<file path="src/rtl/rr_arbiter_8.sv">
// ---------------------------------------------------------------------------
// rr_arbiter_8
//   Round-robin arbiter sharing one resource among 8 requesters. A rotating
//   priority pointer picks the next winner. The winner keeps the grant until
//   one of three things happens: it drops its request, en drops, or it has
//   held the grant for MAX_HOLD cycles. All outputs are registered.
//
// Ports
//   clk        in   1    rising-edge clock
//   rst        in   1    synchronous, active-high reset
//   en         in   1    enable; 0 blocks new grants and releases the current one
//   req        in   N    level-sensitive request vector, bit i = requester i
//   gnt        out  N    one-hot grant, zero when there is no owner
//   gnt_id     out  IDW  encoded owner index, zero when gnt_valid is 0
//   gnt_valid  out  1    high while a grant is held
//   timeout    out  1    one-cycle pulse when the grant is revoked only by MAX_HOLD
// ---------------------------------------------------------------------------
module rr_arbiter_8 #(
  parameter int N        = 8,
  parameter int IDW      = 3,
  parameter int MAX_HOLD = 16
) (
  input  logic           clk,
  input  logic           rst,
  input  logic           en,
  input  logic [N-1:0]   req,
  output logic [N-1:0]   gnt,
  output logic [IDW-1:0] gnt_id,
  output logic           gnt_valid,
  output logic           timeout
);

  // hold_cnt counts 0 .. MAX_HOLD-1 and is cleared on release, so it never wraps
  localparam int HCW = $clog2(MAX_HOLD) + 1;
  localparam bit HOLD_LIMITED = (MAX_HOLD != 0);
  localparam logic [HCW-1:0] HOLD_LAST = (MAX_HOLD == 0) ? '0 : HCW'(MAX_HOLD - 1);

  typedef enum logic {
    IDLE,
    GRANT
  } state_t;

  state_t         state, state_n;
  logic [IDW-1:0] ptr, ptr_n;
  logic [HCW-1:0] hold_cnt, hold_n;
  logic [N-1:0]   gnt_n;
  logic [IDW-1:0] gnt_id_n;
  logic           gnt_valid_n;
  logic           timeout_n;

  logic           found;
  logic [IDW-1:0] winner;
  logic [IDW-1:0] cand;
  logic           rel_req;
  logic           rel_en;
  logic           rel_hold;

  // Rotating search: scan ptr, ptr+1, ... with natural IDW-bit wrap; the
  // first set request wins.
  always_comb begin
    found  = 1'b0;
    winner = '0;
    cand   = '0;
    for (int i = 0; i < N; i++) begin
      cand = ptr + IDW'(i);
      if (!found && req[cand]) begin
        found  = 1'b1;
        winner = cand;
      end
    end
  end

  // Next-state and next-output logic. The owner's identity lives in gnt_id,
  // so the release conditions index req with it directly.
  always_comb begin
    state_n     = state;
    ptr_n       = ptr;
    hold_n      = hold_cnt;
    gnt_n       = gnt;
    gnt_id_n    = gnt_id;
    gnt_valid_n = gnt_valid;
    timeout_n   = 1'b0;
    rel_req     = 1'b0;
    rel_en      = 1'b0;
    rel_hold    = 1'b0;

    case (state)
      IDLE: begin
        gnt_n       = '0;
        gnt_id_n    = '0;
        gnt_valid_n = 1'b0;
        if (en && found) begin
          gnt_n         = '0;
          gnt_n[winner] = 1'b1;
          gnt_id_n      = winner;
          gnt_valid_n   = 1'b1;
          hold_n        = '0;
          state_n       = GRANT;
        end
      end

      GRANT: begin
        rel_req  = !req[gnt_id];
        rel_en   = !en;
        rel_hold = HOLD_LIMITED && (hold_cnt == HOLD_LAST);
        if (rel_req || rel_en || rel_hold) begin
          // Releasing always costs one IDLE cycle before the next grant
          gnt_n       = '0;
          gnt_id_n    = '0;
          gnt_valid_n = 1'b0;
          hold_n      = '0;
          ptr_n       = gnt_id + IDW'(1);
          timeout_n   = rel_hold && !rel_req && !rel_en;
          state_n     = IDLE;
        end else begin
          hold_n = hold_cnt + HCW'(1);
        end
      end

      default: begin
        state_n = IDLE;
      end
    endcase
  end

  // State and output registers; reset overrides everything
  always_ff @(posedge clk) begin
    if (rst) begin
      state     <= IDLE;
      ptr       <= '0;
      hold_cnt  <= '0;
      gnt       <= '0;
      gnt_id    <= '0;
      gnt_valid <= 1'b0;
      timeout   <= 1'b0;
    end else begin
      state     <= state_n;
      ptr       <= ptr_n;
      hold_cnt  <= hold_n;
      gnt       <= gnt_n;
      gnt_id    <= gnt_id_n;
      gnt_valid <= gnt_valid_n;
      timeout   <= timeout_n;
    end
  end

endmodule

</file>
<file path="config.mk">
export PLATFORM = sky130hd
export DESIGN_NAME = rr_arbiter_8
export DESIGN_NICKNAME = d
export VERILOG_FILES = /design/src/rtl/rr_arbiter_8.sv
export SDC_FILE = /design/constraint.sdc
export NUM_CORES = 1
export LEC_CHECK = 0
export ABC_AREA = 0
export CAP_MARGIN = 20
export CORE_ASPECT_RATIO = 1.2
export CORE_MARGIN = 4
export CORE_UTILIZATION = 55
export DETAILED_ROUTE_END_ITERATION = 10
export DONT_BUFFER_PORTS = 1
export PLACE_DENSITY = 0.73
export SLEW_MARGIN = 25
export SYNTH_ARGS = -nofsm -noshare
export SYNTH_HDL_FRONTEND = slang
export SYNTH_SLANG_ARGS = --single-unit
</file>
<file path="constraint.sdc">
create_clock -name clk -period 3 [get_ports clk]
set_input_delay 0.6 -clock clk [delete_from_list [all_inputs] [get_ports clk]]
set_output_delay 0.6 -clock clk [all_outputs]
set_load 0.05 [all_outputs]
</file>
==> results of run 1 <==
-- state kept, by name, summed over array words and instances (netlist names) --
name and flops:
ptr 3, gnt 8, hold_cnt 5, gnt_id 3, state 1, timeout 1
gnt_valid 1
-- cell usage after synthesis (all sizes together), types with 2 or more instances --
cell,number,area [um^2]
dfxtp,22,440.4
nor2,22,85.09
nand2,19,71.32
mux4,17,382.9
mux2i,14,143.9
o21ai,13,68.82
a21oi,11,58.81
mux2,11,135.1
buf,10,76.32
inv,7,26.27
nor3,7,45.04
clkbuf,6,22.52
ha,5,62.56
a22o,4,35.03
a22oi,4,30.03
nand2b,4,25.02
a211o,3,26.28
and3,3,18.77
nand3,3,15.01
nor2b,3,18.77
nor3b,3,33.78
o221ai,3,32.53
xnor2,3,33.79
a31oi,2,12.51
a32oi,2,17.52
and2,2,12.51
nand3b,2,15.01
nor4,2,18.77
o21bai,2,15.01
o31ai,2,25.02
-- worst reg2reg max path, stage by stage (launching register included) --
cell,delay [ps]
dfxtp_1,350
inv_1,90
ha_4,300
buf_12,130
mux2_4,320
mux4_2,540
nor2_4,190
nand2_4,90
nor4_4,330
o31ai_4,130
nor2b_1,150
a22o_1,190
-- report_power, final --
part	total (uW)	leakage (uW)	switching [uW]	internal (uW)
sequential	332	0.000179	28.9	303
combinational	408	0.000662	214	195
clock	179	0.0000216	88.9	89.7
total	919	0.000862	331	588
-- how the worst min path moves through the flow --
stage                             end  slack (ps)
final                          ptr[1]         390
after global routing           ptr[1]         380
after CTS                   gnt_id[0]         390
after floorplan           hold_cnt[4]         460
after detailed placement  hold_cnt[4]         500
after global placement    hold_cnt[4]         470
-- what timing repair did --
item	CTS	global route
gates cloned	0	1
pin swaps	0	5
gates resized for setup	2	15
buffers inserted	0	5
endpoints found under the setup margin	2	17
-- final cells by class --
cell class              count  area [um^2]
multi-input cells         179         1689
fillers                   319         1254
flip-flops and latches     22        441.7
repair buffers             19        176.4
well taps                  52        65.06
clock buffers               3        41.29
inverters                   7        26.28
-- logic make-up (layout without fill, tap and decap cells) --
logic type      count (synthesis)  in the layout
simple gates                   71             71
compound gates                 57             57
mux                            42             42
buf+inv                        23             29
flops                          22             22
fa+ha+maj                       5              5
xor+xnor                        4              4
-- stage by stage --
step,instance area (um^2),std cells,hold slack [ps]
after floorplan,2161,224,456.4
after global placement,2223,273,474.3
after detailed placement,2223,273,495.9
after CTS,2285,276,388.8
after global routing,2440,282,382.9
final,2440,282,388.4
-- metal layers --
metal	up-vias	wire, um	GRT usage, %
met5	-	0	0
met4	0	210	12.26
met2	59	2856	39.82
met1	913	2030	25.77
li1	868	-	-
met3	15	297	4.130
==> results.toml, run 1 <==
[setup_path]
worstPathMaxFanout = 8
cp.depth = 11
worstSetupPathType = "reg2reg"
cpPeakStageDelay_ps = 540
critPathCaptureType = "register"
crit_required_ps = 3150
worst_r2r_path_depth = 11
path_cells = "inv_1 -> ha_4 -> buf_12 -> mux2_4 -> mux4_2 -> nor2_4 -> nand2_4 -> nor4_4 -> o31ai_4 -> nor2b_1 -> a22o_1"
setup.worst_path.start = "ptr[0]"
crit_family = "multiplexers"
r2r_start = "ptr[0]"
reg2reg_to = "gnt[5]"
crit_path_end = "gnt[5]"
worstSetupStartpointType = "register"
rrSetupSlack_ps = 70
worstPathArrival_ps = 3080
worstPathBufferInverterCount = 2
crit_path_top_delay_cell = "mux4_2"

[global_routing]
grt_pass1_vias = 1873
grt_pass1_wl_mm = 9.018
grt_overflow_total = 0
grt_use_total_pct = 22.85
grt_max_degree = 21
antenna_found_initial = 0

[timing]
period_needed_ps = 2925
tns_ps = 0
tightest_slew_ps = 851.3
setup_viol = 0
fin_crit_sh_pct = 97.51
setup_slack_ps = 74.62
slew_headroom_pct = 42.81
slew_violations = 0
finalHoldViolations = 0
fmax_mhz = 341.8
clock_skew_ps = 8.709

[yosys]
synth_top_flop_cell = "dfxtp_1"
synthMuxAreaShare_pct = 31.17
synth_xor_area_share_pct = 2.004
yosysWarnings = 0
syn_nets = 240
synth-edff-count = 0
synth-seq-cells = 22
synth_top_family_by_area = "multiplexers"
synthArstFlopShare_pct = 0
syn_avg_cell_area_um2 = 9.479
postSynthCellCount = 224
syn-cell-area_um2 = 2123
synth.yosys.seq_area_share_pct = 20.74
synth_compound_area_share_pct = 19.92
synth.distinct_cells = 59
synthSimpleGateAreaFrac_pct = 17.32
yosys.area_share.adder_pct = 2.946

[drt]
post_drt_wl_per_cell_um = 19.13
ant_nets = 0
drc = 0
dr.pass1.iters = 4
wl_mm = 5.395
num_vias = 1855
drt_iter0_drc = 108
drt-vias-per-instance = 6.578

[run_status]
outcome = "finished, final reports clean"

[pwr]
power_uw = 919.2
pwr_density_cell_nw_per_um2 = 376.8
peakVddDrop_v = 0.0001448
leakagePower_uw = 0.0008621

[final_layout]
nNetsFinal = 248
utilization_pct = 66.06
area_delta_synth_final_pct = 14.91
insertedDiodeCount = 0
layout_common_cells = "21 x nor2_1, 21 x dfxtp_1, 18 x nand2_1"
drive_above_1_share_pct = 32.61

[placement]
gp_congestion = 0.9333
post-place-ws_ps = -22.99
port_buffers = 0
dp_hpwl_mm = 4.155

[clocking]
cts.reportedPaths.clkPinSlew_ps = 70
root_buffer = "clkbuf_8"
numCtsBuffers = 3
cts_sinks = 22
clock_path_buffers = 2
cts_tree = "built"
insertion_delay_ps = 270
cts_hold_buf = 0
htreeDepth = 1

[floorplanning]
rows = 24
die_width_um = 64.72
io_pins = 24
fp.coreArea_um2 = 3694
dieArea_um2 = 4923
die-height_um = 76.07
initial_core_util_pct = 57.49

[worst_hold_path]
hold_class = "in2reg"
hold_start = "rst"
holdPathStages = 1

[job]
cap_violations = 0
Note: power is estimated with default switching activity, not from simulation.
==> run 2, diff against run 1 <==
- CORE_UTILIZATION: 55 -> 25
- PLACE_DENSITY: 0.73 -> not set
==> run 2 against run 1 <==
Compared with the run above:
- die area increased by 100%
- global-route usage shrank 11 points
- setup slack improved by 55 ps
- core utilization is 35 points lower
- clock skew decreased by 2.7 ps
- critical path depth is the same
- critical endpoint is now gnt[1]
- combinational power is 3% higher
- via count decreased by 1.7%
- critical path type unchanged
- non-clock buffer count is 2 higher
- first-iteration DRC count grew 19%
==> results.toml, run 2 (synthesis results as in run 1) <==
[setup_path]
worstPathMaxFanout = 7
critPathCaptureType = "register"
crit_required_ps = 3150
worstPathArrival_ps = 3020
worstSetupPathType = "reg2reg"
worstSetupStartpointType = "register"

[global_routing]
antenna_found_initial = 0
grt_max_degree = 21
grt_overflow_total = 0
grt_pass1_vias = 1862
grt_pass1_wl_mm = 9.446
grt_use_total_pct = 11.42

[timing]
fmax_mhz = 348.4
tightest_slew_ps = 785.0
slew_violations = 0
hold_ws_ps = 402.5
setup_viol = 0
setup_slack_ps = 129.9
period_needed_ps = 2870
finalHoldViolations = 0
fin_crit_sh_pct = 95.67
clock_skew_ps = 5.986
slew_headroom_pct = 47.27

[clocking]
cts_tree = "built"
numCtsBuffers = 3
root_buffer = "clkbuf_8"
htreeDepth = 1
insertion_delay_ps = 260
cts.reportedPaths.clkPinSlew_ps = 80
clock_path_buffers = 2
cts_sinks = 22
cts_hold_buf = 0

[pwr]
power_uw = 964.3
peakVddDrop_v = 0.0002367
pwr_density_cell_nw_per_um2 = 375.4
leakagePower_uw = 0.0008667

[placement]
gp_congestion = 0.8537
post-place-ws_ps = -36.65
dp_hpwl_mm = 4.294
place_inst = 339
port_buffers = 0

[final_layout]
layout_common_cells = "21 x nor2_1, 20 x dfxtp_1, 18 x nand2_1, 18 x buf_4, 17 x mux4_2"
fin_cells = 347
area_delta_synth_final_pct = 20.98
fillers = 854
reg_top3 = "gnt: 8 flops, hold_cnt: 5 flops"
largest_reg_flops = 8
seqCellArea_um2 = 442.9
drive_above_1_share_pct = 36.48
multi_input_comb_area_um2 = 1720
final_common_cell = "nor2_1"
regMostFlops = "gnt"
insertedDiodeCount = 0
nNetsFinal = 250

[drt]
drc = 0
post_drt_wl_per_cell_um = 16.50
wl_mm = 5.727
num_vias = 1823
drt_iter0_drc = 128
dr.pass1.iters = 4
ant_nets = 0
drt-vias-per-instance = 5.254

[floorplanning]
dieArea_um2 = 10040
io_pins = 24
die_width_um = 92.13
die-height_um = 109.0
fp.coreArea_um2 = 8198
rows = 36
initial_core_util_pct = 25.90

[job]
cap_violations = 0

[run_status]
outcome = "finished, final reports clean"

[worst_hold_path]
hold_class = "in2reg"
-- run 2: changes by cell type in the layout (fill, tap and decap cells not counted), moves of 2 or more --
| cell | previous run | this run |
|---|---|---|
| buf_4 | 16 | 18 |
| mux2i_1 | 13 | 10 |
| mux2i_2 | 1 | 4 |
| o221ai_2 | 0 | 2 |
-- run 2: path summary, 6_finish.rpt --
path                                  start          end  slack [ps]  cells past startpoint
worst max-delay path                 ptr[0]       gnt[1]         130                     11
worst min-delay path                    rst  hold_cnt[4]         400                      1
worst max register to register       ptr[0]       gnt[1]         130                     11
worst min register to register  hold_cnt[4]  hold_cnt[4]         490                      2
-- run 2: worst max-delay path, cell delays in order, from the launching register on --
cell	delay, ps
dfxtp_2	340
inv_1	60
ha_1	290
buf_6	140
mux2_4	320
mux4_2	510
nor4_2	250
a211o_1	180
o21ba_1	180
a21oi_4	220
inv_2	90
a22o_1	180
-- run 2: per-stage QoR --
| stage | area, um^2 | util, % | TNS [ps] |
|---|---|---|---|
| after floorplan | 2161 | - | 0 |
| after global placement | 2331 | 28.43 | 0 |
| after detailed placement | 2331 | 28.43 | -68.95 |
| after CTS | 2421 | 29.53 | 0 |
| after global routing | 2569 | 31.33 | -74.37 |
| final | 2569 | 31.33 | 0 |
-- run 2: repair_timing --
item | CTS | global route
endpoints found under the setup margin | 4 | 18
cloned | 0 | 0
pin swaps | 1 | 11
setup buffers | 2 | 2
gates resized for setup | 3 | 24
-- run 2: where the power goes --
group | switching [uW] | internal (uW)
clock network | 92.4 | 117
registers | 29.4 | 303
logic | 224 | 198
total | 346 | 618
-- run 2: per-layer routing --
layer  global-route usage [%]  share of wire (%)  vias up
met5                        0                  0        -
met4                    3.079                1.7        0
met3                    2.415                5.7        8
met2                    19.10                 47       56
met1                    14.97                 45      884
li1                         -                  -      875
-- run 2: cell type report --
| type | count | share of cell area, % |
|---|---|---|
| flip-flops and latches | 22 | 17.24 |
| well taps | 114 | 5.553 |
| clock buffers | 4 | 2.143 |
| multi-input cells | 179 | 66.98 |
| repair buffers | 21 | 7.063 |
| inverters | 7 | 1.023 |
==> run 3, diff against run 2 <==
- GPL_TIMING_DRIVEN: not set -> 0
==> run 3 against run 2 <==
Compared with the run above:
- setup slack got worse by 48 ps
- register-to-register slack got worse by 50 ps
- clock skew down 1.5 ps
- via count grew 4.9%
- sequential power up 3%
- critical endpoint is now gnt[3]
- largest cell class unchanged
==> results.toml, run 3 (synthesis results as in run 1) <==
[timing]
tns_ps = 0
hold_ws_ps = 494.8
rsz0062_at_grt = "yes"
tightest_slew_ps = 809.4
fin_crit_sh_pct = 97.26
slew_violations = 0
fmax_mhz = 342.7
clock_skew_ps = 4.441
finalHoldViolations = 0
setup_viol = 0
period_needed_ps = 2918
slew_headroom_pct = 45.62

[floorplanning]
die_width_um = 92.13
dieArea_um2 = 10040
io_pins = 24
rows = 36
initial_core_util_pct = 25.90
fp.coreArea_um2 = 8198
die-height_um = 109.0

[setup_path]
worstSetupPathType = "reg2reg"
worstSetupStartpointType = "register"
worstPathMaxFanout = 5
worstPathArrival_ps = 3070
crit_required_ps = 3160
critPathCaptureType = "register"

[final_layout]
insertedDiodeCount = 0
finish.instance_area_um2 = 2671
reg_top3 = "gnt: 8 flops, hold_cnt: 5 flops"
fillers = 847
area_delta_synth_final_pct = 25.81
layout_common_cells = "21 x nor2_1, 20 x dfxtp_1, 18 x nand2_1, 18 x buf_4, 17 x mux4_2"
nNetsFinal = 262
largest_reg_flops = 8
utilization_pct = 32.59
fin_cells = 359
final_common_cell = "nor2_1"
drive_above_1_share_pct = 38.37
regMostFlops = "gnt"

[global_routing]
busiest_layer = "met2"
met3_usage_pct = 3.037
grt_use_total_pct = 11.44
grt.met2_usage_pct = 19.62
grt_pass1_vias = 1928
grt_overflow_total = 0
use_met1_pct = 13.96
grt_pass1_wl_mm = 9.466
grt_max_degree = 13
antenna_found_initial = 0

[job]
cap_violations = 0

[clocking]
cts_hold_buf = 0
clock_path_buffers = 2
cts_sinks = 22
insertion_delay_ps = 260
cts_tree = "built"
root_buffer = "clkbuf_8"
cts.reportedPaths.clkPinSlew_ps = 80
numCtsBuffers = 3
htreeDepth = 1

[drt]
drt-vias-per-instance = 5.326
wl_mm = 5.824
drt_iter0_drc = 81
ant_nets = 0
drc = 0
dr.pass1.iters = 4
num_vias = 1912
post_drt_wl_per_cell_um = 16.22

[placement]
port_buffers = 0
dp_hpwl_mm = 4.114
place_inst = 338
gp_congestion = 0.8665
placed_area_um2 = 2303

[pwr]
leakagePower_uw = 0.0009304
pwr_density_cell_nw_per_um2 = 376.3
peakVddDrop_v = 0.0001957

[run_status]
outcome = "finished, final reports clean"

[worst_hold_path]
hold_class = "reg2reg"
[run 3: changes by cell type in the layout (fill, tap and decap cells not counted), sizes merged]
cell    previous run  this run
buf               21        27
clkbuf             4        10
[run 3: through the flow]
stage / total power, uW / setup WS (ps)
floorplan: 628.9 / 13.67
global placement: 686.7 / -335.6
detailed placement: 692.6 / -354.4
CTS: 960.3 / 0.4616
global route: 1057 / -27.53
finish: 1005 / 82.23
[run 3: cell type report]
class,count,area (um^2),area share [%]
multi-input cells,179,1750,65.53
flip-flops and latches,22,447.9,16.77
repair buffers,19,150.1,5.621
well taps,114,142.6,5.340
plain buffers,14,98.84,3.700
clock buffers,4,55.05,2.061
inverters,7,26.28,0.9836
[run 3: path summary, 6_finish.rpt]
kind	depth (start not counted)	slack, ps	endpoint	from
setup / recovery	10	80	gnt[3]	ptr[0]
hold / removal	2	490	hold_cnt[4]	hold_cnt[4]
setup reg to reg	10	80	gnt[3]	ptr[0]
hold reg to reg	2	490	hold_cnt[4]	hold_cnt[4]
[run 3: layer usage]
layer	wire (um)	vias to the layer above
li1	-	898
met1	2429	922
met2	2748	74
met3	474	18
met4	172	0
met5	0	-
[run 3: power breakdown]
group / total (uW) / leakage, uW / internal (uW) / switching, uW
Combinational: 450 / 0.000722 / 216 / 235
Sequential: 343 / 0.000180 / 303 / 40.3
Clock: 212 / 0.0000288 / 117 / 95.0
[run 3: repair_timing]
action                                 CTS  global route
gates resized for setup                 19            19
setup buffers                            9            10
setup endpoints to repair               18            17
endpoints found under the hold margin    0             0
pin swaps                                5            12
[run 3: critical path: stages (launching register included)]
cell	delay, ps
dfxtp_4	360
buf_4	120
ha_2	170
buf_6	110
mux4_2	480
mux2_4	290
nor3b_4	300
o211ai_1	220
o32ai_2	390
a21oi_4	140
a22o_1	210
